==> config.mk <==
export PLATFORM = sky130hd
export DESIGN_NAME = debounce_multi_flat
export DESIGN_NICKNAME = d
export VERILOG_FILES = /design/src/rtl/debounce_multi_if.sv /design/src/rtl/debounce_multi.sv /design/src/flat_wrapper.sv
export SDC_FILE = /design/constraint.sdc
export NUM_CORES = 1
export LEC_CHECK = 0
export CELL_PAD_IN_SITES_DETAIL_PLACEMENT = 0
export CELL_PAD_IN_SITES_GLOBAL_PLACEMENT = 1
export CORE_UTILIZATION = 48
export DETAILED_ROUTE_END_ITERATION = 10
export PLACE_DENSITY_LB_ADDON = 0.1
export SLEW_MARGIN = 20
export SYNTH_ARGS = -nofsm -noshare
export SYNTH_HDL_FRONTEND = slang
export SYNTH_SLANG_ARGS = --single-unit
export TNS_END_PERCENT = 20
==> constraint.sdc <==
create_clock -name Clock -period 2.6 [get_ports Clock]
set_clock_uncertainty 0.1 [all_clocks]
set_input_delay 0.26 -clock Clock [delete_from_list [all_inputs] [get_ports Clock]]
set_output_delay 0.26 -clock Clock [all_outputs]
set_load 0.01 [all_outputs]
==> src/rtl/debounce_multi_if.sv <==
// Button-side bundle for debounce_multi: raw inputs in, debounced levels and strobes out.
interface debounce_multi_if #(
  parameter int unsigned CHANNELS = 4
);
  logic [CHANNELS-1:0] Boton;
  logic [CHANNELS-1:0] Out_Sinc;
  logic [CHANNELS-1:0] Press_Pulse;
  logic [CHANNELS-1:0] Release_Pulse;
  logic [CHANNELS-1:0] Repeat_Pulse;
  logic                Any_Level;

  modport master (
    output Boton,
    input  Out_Sinc, Press_Pulse, Release_Pulse, Repeat_Pulse, Any_Level
  );

  modport slave (
    input  Boton,
    output Out_Sinc, Press_Pulse, Release_Pulse, Repeat_Pulse, Any_Level
  );
endinterface

==> src/rtl/debounce_multi.sv <==
// Multi-channel counter-based push-button debouncer with press/release strobes and
// typematic auto-repeat. Each channel is fully independent.
module debounce_multi #(
  parameter int unsigned CHANNELS      = 4,
  parameter int unsigned STABLE_CYCLES = 4,
  parameter int unsigned HOLD_CYCLES   = 5000,
  parameter int unsigned REPEAT_CYCLES = 1000,
  parameter bit          REPEAT_EN     = 1'b1
) (
  input  logic             Clock,
  input  logic             Reset,
  debounce_multi_if.slave  bus
);

  localparam int unsigned StableW = (STABLE_CYCLES > 1) ? $clog2(STABLE_CYCLES) : 1;
  localparam int unsigned HoldW   = (HOLD_CYCLES > 1)   ? $clog2(HOLD_CYCLES)   : 1;
  localparam int unsigned RepW    = (REPEAT_CYCLES > 1) ? $clog2(REPEAT_CYCLES) : 1;

  localparam logic [StableW-1:0] StableMax = StableW'(STABLE_CYCLES - 1);
  localparam logic [HoldW-1:0]   HoldMax   = HoldW'(HOLD_CYCLES - 1);
  localparam logic [RepW-1:0]    RepMax    = RepW'(REPEAT_CYCLES - 1);

  typedef enum logic [1:0] {StIdle, StHeld, StRepeat} state_e;

  logic [CHANNELS-1:0] level_vec;
  logic [CHANNELS-1:0] press_vec;
  logic [CHANNELS-1:0] release_vec;
  logic [CHANNELS-1:0] repeat_vec;
  logic                any_q;

  for (genvar i = 0; i < CHANNELS; i++) begin : g_ch
    logic               s1_q, s2_q;
    logic [StableW-1:0] stab_cnt_q, stab_cnt_d;
    logic               level_q, level_d;
    logic               rise, fall;
    logic               press_q, release_q;
    state_e             state_q, state_d;
    logic [HoldW-1:0]   hold_cnt_q, hold_cnt_d;
    logic [RepW-1:0]    rep_cnt_q, rep_cnt_d;
    logic               repeat_q, repeat_d;

    // Stability filter: the level only follows s2 after STABLE_CYCLES disagreeing samples.
    always_comb begin
      stab_cnt_d = stab_cnt_q;
      level_d    = level_q;
      if (s2_q == level_q) begin
        stab_cnt_d = '0;
      end else if (stab_cnt_q == StableMax) begin
        level_d    = s2_q;
        stab_cnt_d = '0;
      end else begin
        stab_cnt_d = stab_cnt_q + StableW'(1);
      end
      rise = level_d & ~level_q;
      fall = ~level_d & level_q;
    end

    // Repeat FSM; a falling level wins over any repeat due on the same edge.
    always_comb begin
      state_d    = state_q;
      hold_cnt_d = hold_cnt_q;
      rep_cnt_d  = rep_cnt_q;
      repeat_d   = 1'b0;
      if (fall) begin
        state_d    = StIdle;
        hold_cnt_d = '0;
        rep_cnt_d  = '0;
      end else begin
        unique case (state_q)
          StIdle: begin
            if (rise) begin
              state_d    = StHeld;
              hold_cnt_d = '0;
            end
          end
          StHeld: begin
            if (hold_cnt_q == HoldMax) begin
              // Without auto-repeat the hold counter simply saturates here.
              if (REPEAT_EN) begin
                repeat_d  = 1'b1;
                rep_cnt_d = '0;
                state_d   = StRepeat;
              end
            end else begin
              hold_cnt_d = hold_cnt_q + HoldW'(1);
            end
          end
          StRepeat: begin
            if (rep_cnt_q == RepMax) begin
              repeat_d  = 1'b1;
              rep_cnt_d = '0;
            end else begin
              rep_cnt_d = rep_cnt_q + RepW'(1);
            end
          end
          default: state_d = StIdle;
        endcase
      end
    end

    always_ff @(posedge Clock or negedge Reset) begin
      if (!Reset) begin
        s1_q       <= 1'b0;
        s2_q       <= 1'b0;
        stab_cnt_q <= '0;
        level_q    <= 1'b0;
        press_q    <= 1'b0;
        release_q  <= 1'b0;
        state_q    <= StIdle;
        hold_cnt_q <= '0;
        rep_cnt_q  <= '0;
        repeat_q   <= 1'b0;
      end else begin
        s1_q       <= bus.Boton[i];
        s2_q       <= s1_q;
        stab_cnt_q <= stab_cnt_d;
        level_q    <= level_d;
        press_q    <= rise;
        release_q  <= fall;
        state_q    <= state_d;
        hold_cnt_q <= hold_cnt_d;
        rep_cnt_q  <= rep_cnt_d;
        repeat_q   <= repeat_d;
      end
    end

    assign level_vec[i]   = level_q;
    assign press_vec[i]   = press_q;
    assign release_vec[i] = release_q;
    assign repeat_vec[i]  = repeat_q;
  end

  always_ff @(posedge Clock or negedge Reset) begin
    if (!Reset) begin
      any_q <= 1'b0;
    end else begin
      any_q <= |level_vec;
    end
  end

  assign bus.Out_Sinc      = level_vec;
  assign bus.Press_Pulse   = press_vec;
  assign bus.Release_Pulse = release_vec;
  assign bus.Repeat_Pulse  = repeat_vec;
  assign bus.Any_Level     = any_q;

endmodule
==> src/flat_wrapper.sv <==
// flat-port wrapper written by rule: the top's interface ports become plain ports
module debounce_multi_flat 
#(
  parameter int unsigned CHANNELS      = 4,
  parameter int unsigned STABLE_CYCLES = 4,
  parameter int unsigned HOLD_CYCLES   = 5000,
  parameter int unsigned REPEAT_CYCLES = 1000,
  parameter bit          REPEAT_EN     = 1'b1
)
  (Clock, Reset, bus_Boton, bus_Out_Sinc, bus_Press_Pulse, bus_Release_Pulse, bus_Repeat_Pulse, bus_Any_Level);
  debounce_multi_if #(.CHANNELS(CHANNELS)) bus_i ();
  input  logic Clock;
  input  logic Reset;
  input wire logic [$bits(bus_i.Boton)-1:0] bus_Boton;
  output wire logic [$bits(bus_i.Out_Sinc)-1:0] bus_Out_Sinc;
  output wire logic [$bits(bus_i.Press_Pulse)-1:0] bus_Press_Pulse;
  output wire logic [$bits(bus_i.Release_Pulse)-1:0] bus_Release_Pulse;
  output wire logic [$bits(bus_i.Repeat_Pulse)-1:0] bus_Repeat_Pulse;
  output wire logic [$bits(bus_i.Any_Level)-1:0] bus_Any_Level;
  assign bus_i.Boton = bus_Boton;
  assign bus_Out_Sinc = bus_i.Out_Sinc;
  assign bus_Press_Pulse = bus_i.Press_Pulse;
  assign bus_Release_Pulse = bus_i.Release_Pulse;
  assign bus_Repeat_Pulse = bus_i.Repeat_Pulse;
  assign bus_Any_Level = bus_i.Any_Level;
  debounce_multi #(.CHANNELS(CHANNELS), .STABLE_CYCLES(STABLE_CYCLES), .HOLD_CYCLES(HOLD_CYCLES), .REPEAT_CYCLES(REPEAT_CYCLES), .REPEAT_EN(REPEAT_EN)) u_core (.Clock(Clock), .Reset(Reset), .bus(bus_i));
endmodule
# After elaboration in Yosys (flattened, before gate mapping)
# Cells that the tools add are included.
classes:
  n_reduce_logical: 25
  n_eq_ne: 40
  muxes: 80
  add_sub_neg: 12
  bitwise_logic: 16
ops:
  columns: ["cell", "count"]
  rows:
  - ["13-bit 2-to-1 mux", 12]
  - ["10-bit 2-to-1 mux", 12]
  - ["13-bit one-hot mux with 2 select lines", 4]
  - ["10-bit one-hot mux with 2 select lines", 4]
  - ["13-bit by 1-bit adder with 13-bit output (second input constant)", 4]
  - ["13-bit == test (second input constant)", 4]
  - ["10-bit by 1-bit adder with 10-bit output (second input constant)", 4]
  - ["10-bit == test (second input constant)", 4]
  - ["2-bit 2-to-1 mux", 20]
  - ["3-bit by 1-bit inequality test with 1-bit output (second input constant)", 8]
  - ["2-bit one-hot mux with 3 select lines", 4]
  - ["3-bit AND reduction", 8]
  - ["3-bit nonzero test", 8]
  - ["1-bit 2-to-1 mux", 20]
  - ["2-bit == test (second input constant)", 8]
  - ["3-bit by 2-bit inequality test with 1-bit output (second input constant)", 4]
  - ["2-bit by 1-bit adder with 2-bit output (second input constant)", 4]
  - ["1-bit bitwise AND", 8]
  - ["2-bit by 1-bit == test with 1-bit output (second input constant)", 4]
  - ["2-bit zero test", 4]
  - ["2-bit by 1-bit inequality test with 1-bit output (second input constant)", 4]
  - ["1-bit NOT", 8]
  - ["1-bit one-hot mux with 2 select lines", 4]
  - ["2-bit AND reduction", 4]
  - ["2 further kinds", 5]
word_totals:
  in_bits: 6
  output_inout_bits: 17
  word_cells: 214
  reg_bits: 133

# Logic depth before layout (Yosys ltp)
logic_depth:
  ltp_word: 7
  ltp_mapped: 9
  depth_no_buf: 7

# Worst setup path before layout
# Ideal clock, no wire load.
synth_timing:
  path_type: "register to register"
  from: "register u_core.g_ch[1].hold_cnt_q[6]"
  to: "register u_core.g_ch[1].hold_cnt_q[4]"
  setup_ns: 0.128
  path_buffers: 1
  period_less_slack_ns: 2.241
  t_required_ns: 2.372
  t_arrival_ns: 2.013
  stages_incl_launch_ff: 7
  setup_slack_ns: 0.359
  cell_sequence: "dfrtp_1 > or4b_4 > or4_4 > o2bb2ai_4 > or2_2 > buf_2 > o31ai_1"
synth_via:
  elab_chain_len: 3
synth_lines:
  columns: ["item", "line_no", "rtl"]
  rows:
  - ["start: declaration", "debounce_multi.sv:38", "logic [HoldW-1:0] hold_cnt_q, hold_cnt_d;"]
  - ["start signal: assignment", "debounce_multi.sv:121", "hold_cnt_q <= hold_cnt_d;"]
  - ["13-bit == test", "debounce_multi.sv:77", "if (hold_cnt_q == HoldMax) begin"]
  - ["3-bit by 2-bit inequality test with 1-bit output (no source line)", null, null]
  - ["3-bit AND reduction (no source line)", null, null]
# Every way passes these cells.
# A chain may end at the register's enable or synchronous reset.

# Worst setup path after layout
layout_timing:
  from: "register u_core.g_ch[3].hold_cnt_q[5]"
  to: "register u_core.g_ch[3].rep_cnt_q[8]"
layout_via:
  elab_chain_len: 3
layout_lines:
  columns: ["item", "line_no", "rtl"]
  rows:
  - ["start: declaration", "debounce_multi.sv:38", null]
  - ["start signal: assignment", "debounce_multi.sv:121", null]
  - ["13-bit == test", "debounce_multi.sv:77", null]
  - ["3-bit by 1-bit inequality test with 1-bit output (no source line)", null, null]
  - ["2-bit AND reduction (no source line)", null, null]
  - ["end signal: assignment", "debounce_multi.sv:122", "rep_cnt_q <= rep_cnt_d;"]
  - ["end: declaration", "debounce_multi.sv:39", "logic [RepW-1:0] rep_cnt_q, rep_cnt_d;"]
# Every way passes these cells.

==> results by group <==
STA
  • Fin Setup TNS: 0 ns
  • Final Hold Vio Count: 0
  • Setup violators final: 0
  • Actual slew at the worst max-slew pin: 0.744 ns
  • RSZ-0062 raised after global routing: no
  • Fin crit period: 2.37 ns
  • Hold slack: 0.189 ns
  • Fin crit share: 0.912
  • Worst setup margin: 0.230 ns
  • Fmax: 422 MHz
  • Relative slew margins: 0.504
  • Slew Limit Fails: 0

Floorplan
  • Die H: 123 µm
  • Initial Utilization: 0.489
  • Ports: 23
  • Row count: 44
  • Placeable Area: 0.0145 mm²
  • Die area: 0.0152 mm²
  • Die width: 123 µm

Job
  • Max cap viols: 0

Routing
  • Vias per inst: 5.83
  • Drt pass-1 iters: 5
  • Initial DRC count: 480
  • Wirelength per Cell: 15.3 µm
  • Total Wirelength: 15.1 mm
  • Antenna-violating nets left: 0
  • Via Count: 5749
  • DRC: 0

Synth
  • EDFF count, synth: 0
  • Post-synth cell types: 64
  • Synthesized area: 0.00708 mm²
  • Post-synth top area cell: dfrtp_1
  • Post-Synthesis Cells: 761
  • Seq cells post-synth: 133
  • Ys Warns: 0
  • Main flop type after synthesis: dfrtp_1
  • Sequential share of the synthesized area: 0.470
  • Count leader, synth: dfrtp_1
  • Ranking of synthesized cells by area: dfrtp_1 47%, o21ai_0 6.6%, ha_1 4.2%
  • Yosys top cell area share: 0.470
  • Asr flop ratio synth: 1.00
  • Syn_area_per_cell: 9.31 µm²
  • Most frequent cells after synthesis: 133 x dfrtp_1, 94 x o21ai_0, 72 x nand2_1
  • Synth Net Count: 791

Global routing
  • Vias in the first global route: 5203
  • GRT Residual Overflow: 0
  • First-pass GRT wire length: 25.0 mm
  • GRT Overall Usage: 0.210
  • Largest net degree at the start of global routing: 65
  • Initial antenna violation count: 0

Power
  • Internal: 4.17 mW
  • Worst vdd ir: 0.475 mV
  • Leakage: 3.42 nW
  • Share of total power in combinational logic: 0.224
  • Power Density: 737 mW/mm²
  • Tot Pwr: 5.94 mW
  • Switching Share: 0.297
  • Power share of the clock group: 0.372
  • Net switching power: 1.77 mW
  • Sequential power share: 0.404

Worst setup path
  • Crit start category: flop
  • WP data arrival: 2.60 ns
  • Crit-path max FO: 11
  • CP endpoint kind: flop
  • Setup Crit Path Kind: reg2reg
  • WP data required: 2.83 ns

Final layout
  • Nets: 819
  • Post-layout util: 0.557
  • Layout cells sized above 1: 0.0823
  • Synth-to-Final Area Change: 13.9%
  • ANT cells: 0

Place
  • Global placement routability congestion: 0.820
  • Buffers on Ports: 22
  • Post-DP HPWL: 10.2 mm
  • Place WS: 0.185 ns

Clocking
  • Max Buffers Root-to-Sink: 2
  • TritonCTS buffer count: 17
  • Total clock sinks: 133
  • H-tree lvl count: 4
  • Reg clk slew, reported paths: 0.05 ns
  • Worst-skew pair later-pin latency: 0.41 ns
  • CTS tree: built
  • Root Driver: clkbuf_16

Outcome
  • Status: complete, no violations

Worst hold path
  • HP Class: in2reg
==> metal layers <==
metal | part of all wire | global-route usage | wire, µm | vias to the layer above
li1 | - | - | - | 2860
met1 | 0.50 | 0.292 | 7600 | 2768
met2 | 0.45 | 0.319 | 6760 | 113
met3 | 0.040 | 0.0604 | 609 | 8
met4 | 0.0056 | 0.0557 | 84 | 0
met5 | 0 | 0 | 0 | -
==> logic make-up after synthesis <==
family,after synthesis,synth area share
fa+ha+maj,24,0.0424
buf+inv,67,0.0443
mux,3,0.00459
xor+xnor,6,0.00742
compound gates,222,0.204
flops,133,0.470
simple gates,306,0.228
==> worst paths after layout <==
check | depth (start not counted) | start | to | slack [ns]
worst max-delay path | 5 | u_core.g_ch[3].hold_cnt_q[5]$_DFFE_PN0P_ | u_core.g_ch[3].rep_cnt_q[8]$_DFFE_PN0P_ | 0.23
worst min-delay path | 1 | bus_Boton[3] | u_core.g_ch[3].s1_q$_DFF_PN0_ | 0.19
min in group asynchronous | 2 | Reset | u_core.g_ch[1].hold_cnt_q[5]$_DFFE_PN0P_ | 0.24
worst max register to register | 5 | u_core.g_ch[3].hold_cnt_q[5]$_DFFE_PN0P_ | u_core.g_ch[3].rep_cnt_q[8]$_DFFE_PN0P_ | 0.23
worst min register to register | 0 | u_core.g_ch[1].s1_q$_DFF_PN0_ | u_core.g_ch[1].s2_q$_DFF_PN0_ | 0.25
max in group asynchronous | 3 | Reset | u_core.g_ch[1].rep_cnt_q[1]$_DFFE_PN0P_ | 1.44
==> cell type report <==
class | count | area, µm²
clock buffers | 28 | 497
clock inverters | 4 | 45.0
fillers | 1288 | 6410
inverters | 35 | 131
multi-input cells | 561 | 3460
flip-flops and latches | 133 | 3330
well taps | 184 | 230
repair buffers | 41 | 379
==> cell usage in the layout (no fill, tap or decap), types with 4 or more instances in the layout <==
cell type,netlist,layout
a211oi_1,4,4
nand2b_1,14,14
nand3b_1,8,8
nand2_1,72,72
nor2b_1,11,11
ha_1,24,24
buf_4,16,17
clkdlybuf4s50_1,0,21
nor3_1,31,30
nand4_1,16,16
a31oi_1,16,16
o31ai_1,29,29
and3_1,15,15
o41ai_2,4,5
nand3_1,41,41
xnor2_1,6,6
clkbuf_16,0,17
dfrtp_1,133,133
or4_1,5,5
nor2_1,45,45
a21oi_1,27,26
inv_1,35,35
o41ai_1,9,8
o21ai_0,94,94
o21ai_1,9,9
and2_1,9,9
clkbuf_1,14,8
or3_1,12,12
==> worst max-delay path, cell delays in order (launching register included) <==
cell,delay [ns]
dfrtp_1,0.44
nor4b_1,0.40
a41o_1,0.33
a21oi_1,0.26
or4b_2,0.66
o21ai_0,0.09
==> power by group through the flow <==
| stage | combinational [mW] | clock (mW) | sequential, mW |
|---|---|---|---|
| 5_1_grt | 1.49 | 2.37 | 2.44 |
| 3_5_place_dp | 1.32 | 0 | 2.44 |
| 6_report | 1.33 | 2.21 | 2.40 |
| 3_3_place_gp | 1.29 | 0 | 2.43 |
| 2_1_floorplan | 0.932 | 0 | 2.39 |
| 4_1_cts | 1.33 | 2.27 | 2.41 |
==> flip-flops by register name, indices dropped and copies added (netlist names) <==
signal                  flops
u_core.g_ch.hold_cnt_q     52
u_core.g_ch.rep_cnt_q      40
u_core.g_ch.stab_cnt_q      8
u_core.g_ch.state_q         8
u_core.g_ch.level_q         4
u_core.g_ch.press_q         4
u_core.g_ch.release_q       4
u_core.g_ch.repeat_q        4
u_core.g_ch.s1_q            4
u_core.g_ch.s2_q            4
u_core.bus.Any_Level        1
==> stage by stage <==
step	instance area [µm²]	cells
2_1_floorplan	7080	761
3_3_place_gp	7500	953
3_5_place_dp	7500	953
4_1_cts	8060	986
5_1_grt	8070	986
6_report	8070	986
==> repair_timing <==
item,in CTS,in global routing
resized for setup,0,2
hold buffers,1,0
setup buffers,0,0
hold endpoints to repair,44,0
setup endpoints to repair,0,2
(Power assumes the default switching activity.)
